`src/rtl/ppu_cpu_port.sv`:
```
// CPU-side PPU bus initiator: $2006/$2007 register semantics, VRAM address,
// write toggle, buffered reads and auto-increment.
module ppu_cpu_port #(
  parameter int ADDR_W = 14
) (
  input  logic              clk,
  input  logic              rst,
  input  logic              cpu_sel_addr,
  input  logic              cpu_sel_data,
  input  logic              cpu_rw,
  input  logic [7:0]        cpu_data_i,
  output logic [7:0]        cpu_data_o,
  input  logic              inc32,
  input  logic              w_clear,
  input  logic              bus_grant,
  output logic [ADDR_W-1:0] bus_addr,
  output logic              bus_rw,
  output logic [7:0]        bus_data_o,
  input  logic [7:0]        bus_data_i,
  output logic              busy,
  output logic              overrun,
  output logic [ADDR_W-1:0] vaddr
);

  localparam int HI_W = ADDR_W - 8;

  typedef enum logic [1:0] {
    IDLE   = 2'd0,
    WR_REQ = 2'd1,
    RD_REQ = 2'd2,
    RD_CAP = 2'd3
  } state_t;

  state_t              state_q, state_d;
  logic [ADDR_W-1:0]   vaddr_q, vaddr_d;
  logic [HI_W-1:0]     tmp_hi_q, tmp_hi_d;
  logic                w_q, w_d;
  logic [7:0]          rd_buf_q, rd_buf_d;
  logic [7:0]          cpu_data_q, cpu_data_d;
  logic [7:0]          wr_data_q, wr_data_d;
  logic                overrun_q, overrun_d;
  logic                addr_wr;
  logic                inc_en;
  logic                wr_cycle;
  logic [ADDR_W-1:0]   step;

  assign addr_wr  = cpu_sel_addr & ~cpu_rw;
  assign wr_cycle = (state_q == WR_REQ) && bus_grant;
  assign step     = inc32 ? ADDR_W'(32) : ADDR_W'(1);

  always_ff @(posedge clk or posedge rst) begin
    if (rst) begin
      state_q    <= IDLE;
      vaddr_q    <= '0;
      tmp_hi_q   <= '0;
      w_q        <= 1'b0;
      rd_buf_q   <= '0;
      cpu_data_q <= '0;
      wr_data_q  <= '0;
      overrun_q  <= 1'b0;
    end else begin
      state_q    <= state_d;
      vaddr_q    <= vaddr_d;
      tmp_hi_q   <= tmp_hi_d;
      w_q        <= w_d;
      rd_buf_q   <= rd_buf_d;
      cpu_data_q <= cpu_data_d;
      wr_data_q  <= wr_data_d;
      overrun_q  <= overrun_d;
    end
  end

  always_comb begin
    state_d    = state_q;
    vaddr_d    = vaddr_q;
    tmp_hi_d   = tmp_hi_q;
    w_d        = w_q;
    rd_buf_d   = rd_buf_q;
    cpu_data_d = cpu_data_q;
    wr_data_d  = wr_data_q;
    overrun_d  = overrun_q;
    inc_en     = 1'b0;

    case (state_q)
      IDLE: begin
        if (cpu_sel_data) begin
          if (cpu_rw) begin
            cpu_data_d = rd_buf_q;
            state_d    = RD_REQ;
          end else begin
            wr_data_d = cpu_data_i;
            state_d   = WR_REQ;
          end
        end
      end
      WR_REQ: begin
        if (bus_grant) begin
          inc_en  = 1'b1;
          state_d = IDLE;
        end
      end
      RD_REQ: begin
        if (bus_grant) begin
          state_d = RD_CAP;
        end
      end
      RD_CAP: begin
        rd_buf_d = bus_data_i;
        inc_en   = 1'b1;
        state_d  = IDLE;
      end
      default: state_d = IDLE;
    endcase

    if ((state_q != IDLE) && (cpu_sel_data || addr_wr)) begin
      overrun_d = 1'b1;
    end

    if (inc_en) begin
      vaddr_d = vaddr_q + step;
    end

    // A $2006 write takes priority over a coincident auto-increment; a
    // coincident w_clear turns it into a first write.
    if (addr_wr) begin
      if (w_q && !w_clear) begin
        vaddr_d = {tmp_hi_q, cpu_data_i};
        w_d     = 1'b0;
      end else begin
        tmp_hi_d = cpu_data_i[HI_W-1:0];
        w_d      = 1'b1;
      end
    end else if (w_clear) begin
      w_d = 1'b0;
    end
  end

  assign busy       = (state_q != IDLE);
  assign overrun    = overrun_q;
  assign vaddr      = vaddr_q;
  assign bus_addr   = vaddr_q;
  assign bus_rw     = ~wr_cycle;
  assign bus_data_o = wr_cycle ? wr_data_q : 8'h00;
  assign cpu_data_o = cpu_data_q;

endmodule

```
`config.mk`:
```
export PLATFORM = sky130hd
export DESIGN_NAME = ppu_cpu_port
export DESIGN_NICKNAME = d
export VERILOG_FILES = /design/src/rtl/ppu_cpu_port.sv
export SDC_FILE = /design/constraint.sdc
export NUM_CORES = 1
export LEC_CHECK = 0
export ABC_AREA = 1
export BUFFER_PORTS_ARGS = -buffer_cell sky130_fd_sc_hd__buf_4
export CAP_MARGIN = 20
export CORE_MARGIN = 2
export CORE_UTILIZATION = 55
export CTS_CLUSTER_SIZE = 12
export DETAILED_ROUTE_END_ITERATION = 8
export HOLD_SLACK_MARGIN = 0.12
export PLACE_DENSITY_LB_ADDON = 0.15
export SLEW_MARGIN = 25
export SYNTH_ARGS = -nofsm -noshare
export SYNTH_HDL_FRONTEND = slang
export SYNTH_SLANG_ARGS = --single-unit
```
`constraint.sdc`:
```
create_clock -name clk -period 2.7 [get_ports clk]
set_clock_uncertainty 0.05 [all_clocks]
set_input_delay 0.135 -clock clk [delete_from_list [all_inputs] [get_ports clk]]
set_output_delay 0.135 -clock clk [all_outputs]
set_load 0.005 [all_outputs]
```
==> results.md, run 1 <==
* Inserted Clock Buffers at 5
* Synth Register Bits at 48
* Ys async rst share at 1.000
* Clock sinks at 48
* IO Pins at 71
* CP startpoint kind: flop
* Largest net degree at the start of global routing at 49
* Critical path peak fanout at 21
* Reg2Reg Launch Point: state_q[0]$_DFFE_PP0P_
* Num rows at 24
* Hold Path Class: input pin to flop
* Detailed-router iteration count before antenna repair at 4
* Ant diodes at 0
* Warnings, synthesis at 0
* Final Max Tran Viols at 0
* Hold_sp: inc32
* Final Hold Viols at 0
* Synth unique cells at 26
* Clk_lat worst skew at 0.30 ns
* Core Area at 4324 µm²
* Share of post-route cells with drive strength above 1 at 0.2283
* Total Power at 3210 µW
* H-tree depth at 2
* Most common cell after layout, fill and taps aside: buf_4
* Number of global-route vias before repair at 1,935
* Critical path class: flop to flop
* Nets at 407
* IO buf count at 70
* Wirelength per Cell at 12.87 µm
* Peak VDD IR at 0.4955 mV
* R2R cell count at 5
* RSZ-0062 raised after global routing: no
* Leakage at 0.001714 µW
* CP Capture Type: flop
* Power Dens Cells at 993.3 nW/µm²
* Hold Crit Depth at 5
* Mapped Cells at 302
* Initial antenna violation count at 0
* Share of the synthesized area in the top cell type at 0.4908
* Final setup violation count at 0
* Rel. slew slack at 0.4554
* Via density at 4.952
* Most frequent cells in the layout: 70 x buf_4, 68 x nand2_1, 48 x dfrtp_1
* Root buffer cell: clkbuf_8
* Iter 0 DRT Violations at 203
* EDFF count, synth at 0
* RD Place Congestion at 0.9105
* DR vias at 2,144
* Synth Flop Type: dfrtp_1
* Initial core utilization at 0.5660
* Layout area overhead at 32.06%
* Final Cycle Share at 0.7413
* Max-cap violation count at 0
* Grt ovf at 0
* Total negative slack at 0 ns
* Post-route ant nets at 0
* R2r setup slk at 0.70 ns
* First-pass GRT wire length at 9.177 mm
* Worst-case hold path end point: bus_addr[0]$_DFF_PP0_
* Yosys top cell by area: dfrtp_1
* Synth top area cells: dfrtp_1 49%, nand2_1 10%, inv_1 6.3%, a21oi_1 5.1%, nor2_1 4.9%
* DP Wirelength at 3.666 mm
* FMAX at 0.4996 GHz
* Status: complete, no violations
* Reg clk slew, reported paths at 0.09 ns
* Syn_area_per_cell at 8.104 µm²
* Post-Place Cells at 401
* Cell Count, Final, Fillers Out at 433
* Minimum clock period at 2.002 ns
* Critical Path AT at 2.15 ns
* Synthesized Nets at 329
* Post-route DRC at 0
* Die width at 70.71 µm
* Least-Margin Pin Slew at 0.8160 ns
* Die H at 70.71 µm
* Area after DPL at 2864 µm²
* Sequential share of the synthesized area at 0.4908
* Reg-to-Reg End: state_q[0]$_DFFE_PP0P_
* Fin area at 3232 µm²
* Hold Slack at 0.2810 ns
* CTS tree: built
* Netlist Area Pre-Place at 2447 µm²
* Die Footprint at 4999 µm²
* Final WL at 5.571 mm
* Total track usage at 0.2303
* CTS Buffer Depth at 2
* WP data required at 2.85 ns
worst max-delay path: stages (launching register included):
cell           delay [ns]
dfrtp_1              0.51
nand2_4              0.24
nand2_4              0.19
a221oi_1             0.26
o22ai_1              0.10
dlygate4sd3_1        0.55
sequential cells by signal, indices dropped and copies added, names as in the netlist:
| signal | flops |
|---|---|
| cpu_data_o | 8 |
| rd_buf_q | 8 |
| state_q | 2 |
| w_q | 1 |
| bus_addr | 14 |
| overrun | 1 |
| tmp_hi_q | 6 |
| wr_data_q | 8 |
synthesized netlist by cell type (3+ instances only):
cell      n
ha_1      3
buf_2     4
buf_4    14
a21oi_1  25
nand3_1  20
nand4_1   3
nor2_1   32
o21ai_0  22
inv_1    41
nand2_1  68
dfrtp_1  48
cells by family (layout without fill, tap and decap cells):
family | count (synthesis) | in the layout | synth area share
xor+xnor | 1 | 1 | 0.003579
buf+inv | 64 | 143 | 0.1339
fa+ha+maj | 3 | 3 | 0.01534
compound gates | 58 | 58 | 0.1314
flops | 48 | 48 | 0.4908
simple gates | 128 | 128 | 0.2249
metal layers:
metal / track usage / up-vias / routed length, µm
met2: 0.3666 / 62 / 2646
met5: 0 / - / 0
met1: 0.3318 / 978 / 2607
met4: 0.06289 / 0 / 61
met3: 0.03561 / 7 / 255
li1: - / 1097 / -
layout make-up:
type	count	area, µm²
Sequential cell	48	1201
Tap cell	52	65.06
Timing Repair Buffer	94	765.7
Clock buffer	7	96.34
Fill cell	332	1092
Multi-Input combinational cell	190	918.4
Inverter	41	155.1
Clock inverter	1	30.03
power by group:
part | leakage (µW) | switching, µW | internal, µW
Clock | 0.0000645 | 246 | 327
Sequential | 0.000564 | 279 | 1020
Combinational | 0.00109 | 648 | 685
repair_timing:
item,4_1_cts,5_1_grt
resized for setup,0,0
endpoints found under the hold margin,80,0
hold buffers,24,0
buffers inserted,0,0
worst max-delay path by stage:
stage | start | slack (ns) | cells past startpoint | to
final | state_q[0]$_DFFE_PP0P_ | 0.70 | 5 | state_q[0]$_DFFE_PP0P_
after global routing | state_q[0]$_DFFE_PP0P_ | 0.62 | 5 | state_q[0]$_DFFE_PP0P_
after CTS | state_q[0]$_DFFE_PP0P_ | 0.71 | 5 | state_q[0]$_DFFE_PP0P_
after detailed placement | bus_addr[5]$_DFF_PP0_ | 1.06 | 7 | bus_addr[8]$_DFF_PP0_
after global placement | bus_addr[0]$_DFF_PP0_ | 1.13 | 8 | bus_addr[8]$_DFF_PP0_
after floorplan | bus_addr[5]$_DFF_PP0_ | 1.23 | 7 | bus_addr[10]$_DFF_PP0_
stage by stage:
step / setup slack (ns) / util
final: 0.6984 / 0.7474
after CTS: 0.7128 / 0.7471
after floorplan: 1.228 / -
after global routing: 0.6207 / 0.7474
after global placement: 1.128 / 0.6623
after detailed placement: 1.062 / 0.6623
(Power assumes the default switching activity.)
==> run 2: changes to the inputs <==
- CORE_UTILIZATION: 55 -> 47
- clock period: 2.7 -> 1.84 ns (I/O delays scaled with it)
==> results.md, run 2 (synthesis gave the netlist of run 1 again) <==
* CP peak stage delay at 0.55 ns
* Number of global-route vias before repair at 2,157
* Grt ovf at 0
* First-pass GRT wire length at 9.694 mm
* Most common cell after layout, fill and taps aside: buf_4
* Final Hold Viols at 0
* Die H at 76.16 µm
* Critical path peak fanout at 12
* Layout area overhead at 36.09%
* Peak VDD IR at 0.9666 mV
* Critical Path AT at 1.87 ns
* Setup crit start: cpu_rw
* Met1 wire length at 2.477 mm
* R2r setup slk at 0.20 ns
* Clk_lat worst skew at 0.30 ns
* Largest register FFs at 14
* Rel. slew slack at 0.6496
* Detailed-router iteration count before antenna repair at 4
* Initial core utilization at 0.4822
* Leakage at 0.001750 µW
* Power Dens Cells at 1394 nW/µm²
* Critical path class: input pin to flop
* Hold Slack at 0.2370 ns
* Met2 WL at 2.819 mm
* Clock sinks at 48
* Wire length on met3 at 312 µm
* Wirelength per Cell at 12.29 µm
* Nets at 417
* Cell Count, Final, Fillers Out at 461
* Final Max Tran Viols at 0
* Most frequent cells in the layout: 79 x buf_4, 68 x nand2_1, 48 x dfrtp_1
* Largest net degree at the start of global routing at 49
* Via density at 4.703
* Worst path depth at 9
* Final Cycle Share at 0.9377
* Final setup violation count at 0
* Slowest-stage cell, CP: dlygate4sd3_1
* Minimum clock period at 1.725 ns
* RD Place Congestion at 0.8232
* Worst path bufs/invs at 5
* IO buf count at 70
* H-tree depth at 2
* Area after DPL at 2944 µm²
* Final WL at 5.665 mm
* Least-Margin Pin Slew at 0.5241 ns
* Core Area at 5075 µm²
* Post-route DRC at 0
* Hold Path Class: input pin to flop
* Num rows at 26
* Fin area at 3331 µm²
* Inserted Clock Buffers at 5
* Reg2Reg Launch Point: bus_addr[5]$_DFF_PP0_
* Ant diodes at 0
* DP Wirelength at 3.915 mm
* WP data required at 1.98 ns
* Share of post-route cells with drive strength above 1 at 0.2506
* Worst setup path end: bus_addr[13]$_DFF_PP0_
* DR vias at 2,168
* Total track usage at 0.2059
* Die width at 76.16 µm
* FMAX at 0.5796 GHz
* Post-route ant nets at 0
* Top Layer Used: met4
* Max-cap violation count at 0
* CP Capture Type: flop
* Initial antenna violation count at 0
* Status: complete, no violations
* CTS Buffer Depth at 2
* Top delay family on crit path: buffers and inverters
* IO Pins at 71
* CP Cell Sequence: dlygate4sd3_1 -> buf_4 -> inv_1 -> nand2_1 -> nor2_4 -> clkinvlp_4 -> buf_4 -> nor2_1 -> a21oi_1
* Iter 0 DRT Violations at 101
* Post-Place Cells at 425
* R2R cell count at 7
* CTS tree: built
* Reg-to-Reg End: bus_addr[8]$_DFF_PP0_
* Reg clk slew, reported paths at 0.09 ns
* Total Power at 4642 µW
* CP startpoint kind: input pin
* Die Footprint at 5800 µm²
* Root buffer cell: clkbuf_8
* Fillers at 450
* CP most frequent cell: buf_4
[run 2: worst register-to-register path, delay by kind of cell, from the launching register on]
kind                     cells  cell delay [ns]
AO/OA/AOI/OAI                2             0.44
adder cells (fa/ha/maj)      1             0.34
flip-flops                   1             0.42
AND/OR/NAND/NOR              4             0.34
[run 2: cell type report]
| cell class | count | area [µm²] | share of cell area |
|---|---|---|---|
| inverter | 41 | 157.7 | 0.04733 |
| tap | 70 | 87.58 | 0.02630 |
| clock inverter | 2 | 35.03 | 0.01052 |
| timing repair buffer | 104 | 853.3 | 0.2562 |
| multi-input combinational | 190 | 923.4 | 0.2772 |
| clock buffer | 6 | 72.57 | 0.02179 |
| sequential | 48 | 1201 | 0.3606 |
[run 2: per-stage QoR]
step | worst slack (ns) | setup TNS (ns) | util
finish | 0.1146 | 0 | 0.6563
global placement | 0.2856 | 0 | 0.5801
CTS | 0.1006 | 0 | 0.6487
detailed placement | 0.1960 | 0 | 0.5801
global route | -0.02495 | -0.06647 | 0.6563
floorplan | 0.3685 | 0 | -
[run 2: how the worst min path moves through the flow]
stage              start                 endpoint  slack (ns)  cells past startpoint
6_report           inc32    bus_addr[0]$_DFF_PP0_        0.24                      5
5_1_grt            inc32    bus_addr[0]$_DFF_PP0_        0.25                      5
4_1_cts            inc32    bus_addr[0]$_DFF_PP0_        0.22                      5
3_5_place_dp         rst  rd_buf_q[0]$_DFFE_PP0N_        0.11                      3
3_3_place_gp         rst  rd_buf_q[0]$_DFFE_PP0N_        0.11                      3
2_1_floorplan  bus_grant   state_q[0]$_DFFE_PP0P_        0.15                      1
[run 2: power breakdown]
group          internal, µW  switching (µW)
Combinational          1020             955
Clock                   404             346
Sequential             1500             412
[run 2: what timing repair did]
item	4_1_cts	5_1_grt
hold endpoints to repair	81	0
setup endpoints to repair	0	8
setup buffers	0	4
hold buffers	24	0
gates resized for setup	0	2
[run 2: metal layers]
metal  track usage  vias up
met2        0.3634       62
met3       0.05687        6
met1        0.2463      983
met4       0.06000        0
met5             0        -
li1              -     1117
==> run 3: changes to the inputs <==
- REMOVE_ABC_BUFFERS: unset -> 1
==> results.md, run 3 (synthesis gave the netlist of run 1 again) <==
* Status: complete, no violations
* Critical path peak fanout at 23
* Most common cell after layout, fill and taps aside: buf_4
* Fin area at 3301 µm²
* Hold Path Class: input pin to flop
* Sw Ratio at 0.3639
* Most frequent cells in the layout: 73 x buf_4, 68 x nand2_1, 48 x dfrtp_1
* IO Pins at 71
* FMAX at 0.5780 GHz
* Rel. slew slack at 0.5462
* Largest net degree at the start of global routing at 30
* DR vias at 2,190
* Final Cycle Share at 0.9403
* Core Area at 5075 µm²
* CTS tree: built
* Final setup violation count at 0
* Share of post-route cells with drive strength above 1 at 0.2390
* Final Max Tran Viols at 0
* Initial antenna violation count at 0
* Post-route ant nets at 0
* DP Wirelength at 3.898 mm
* H-tree depth at 2
* Power Dens Cells at 1430 nW/µm²
* CP startpoint kind: input pin
* Clk_lat worst skew at 0.29 ns
* First-pass GRT wire length at 9.515 mm
* Final WL at 5.571 mm
* CTS Buffer Depth at 2
* Layout area overhead at 34.87%
* Root buffer cell: clkbuf_8
* Number of global-route vias before repair at 2,078
* Post-CTS Setup Inserts at 0
* Nets at 411
* Final Hold Viols at 0
* Iter 0 DRT Violations at 188
* Inserted Clock Buffers at 5
* Hold Slack at 0.2489 ns
* Critical path class: input pin to flop
* Critical Path AT at 1.87 ns
* NetSw at 1717 µW
* Setup WS post-layout at 0.1099 ns
* Sequential fraction of design power at 0.406
* Wirelength per Cell at 12.24 µm
* Setup WS pre-CTS at 0.2122 ns
* Clk network pwr share at 0.175
* Total track usage at 0.2024
* WP data required at 1.98 ns
* IO buf count at 70
* Initial core utilization at 0.4822
* Largest register FFs at 14
* Total negative slack at 0 ns
* Die width at 76.16 µm
* Ant diodes at 0
* Power share of the combinational group at 0.419
* CP Capture Type: flop
* Post-route DRC at 0
* Grt ovf at 0
* Reg clk slew, reported paths at 0.09 ns
* Peak VDD IR at 0.7066 mV
* Max-cap violation count at 0
* Via density at 4.813
* Die Footprint at 5800 µm²
* Detailed-router iteration count before antenna repair at 4
* RD Place Congestion at 0.8280
* Area after DPL at 2929 µm²
* Clock sinks at 48
* Minimum clock period at 1.730 ns
* RSZ-0062 raised after global routing: yes
* Leakage at 0.001735 µW
* Die H at 76.16 µm
* Least-Margin Pin Slew at 0.6800 ns
* Cell internal pwr at 3002 µW
* Num rows at 26
## run 3: changes by cell type in the layout (fill, tap and decap cells not counted)
| cell | delta |
|---|---|
| clkbuf_8 | +2 |
| inv_1 | +1 |
| clkinvlp_4 | -1 |
| buf_4 | -6 |
| clkbuf_1 | -1 |
| clkinv_2 | -1 |
## run 3: power by group through the flow
stage | Clock (µW) | Combinational [µW] | Sequential, µW
6_report | 826 | 1980 | 1920
4_1_cts | 839 | 1990 | 1910
2_1_floorplan | 0 | 951 | 1900
3_3_place_gp | 0 | 1890 | 1910
3_5_place_dp | 0 | 1940 | 1930
5_1_grt | 882 | 2230 | 2000
## run 3: worst max-delay path, stage by stage
cell and delay [ns]:
dlygate4sd3_1 0.53, buf_4 0.11, inv_1 0.07, nand2_1 0.14, nor2_4 0.07, inv_1 0.50, nand2_1 0.13, a21oi_1 0.17
a21oi_1 0.05
## run 3: layout make-up
cell class              instances  area, µm²
clock buffers                   7      96.34
clock inverters                 1      30.03
multi-input cells             190      923.4
repair buffers                 98      808.3
flip-flops and latches         48       1201
well taps                      70      87.58
fillers                       465       1774
inverters                      41      153.9
## run 3: metrics by stage
step | utilization | power [µW] | std cells
after global placement | 0.5772 | 3798 | 423
after CTS | 0.6494 | 4739 | 455
final | 0.6504 | 4719 | 455
after floorplan | - | 2852 | 279
after global routing | 0.6504 | 5114 | 455
after detailed placement | 0.5772 | 3866 | 423
## run 3: timing repair
action,4_1_cts,5_1_grt
hold endpoints to repair,53,0
endpoints found under the setup margin,0,5
gates resized for setup,0,1
hold buffers,24,0
## run 3: path summary, 6_finish.rpt
path	cells after the start	slack, ns	endpoint	from
setup / recovery	9	0.11	bus_addr[0]$_DFF_PP0_	cpu_rw
hold / removal	5	0.25	bus_addr[0]$_DFF_PP0_	inc32
setup reg to reg	7	0.19	bus_addr[8]$_DFF_PP0_	bus_addr[5]$_DFF_PP0_
hold reg to reg	2	0.43	bus_addr[8]$_DFF_PP0_	tmp_hi_q[0]$_DFFE_PP0P_
max in group asynchronous	4	0.92	bus_addr[10]$_DFF_PP0_	rst
min in group asynchronous	3	0.33	cpu_data_o[3]$_DFFE_PP0P_	rst
## run 3: metal layers
layer	routed length [µm]	global-route usage
met5	0	0
met3	333	0.05095
met4	46	0.06545
met1	2382	0.2539
met2	2808	0.3446
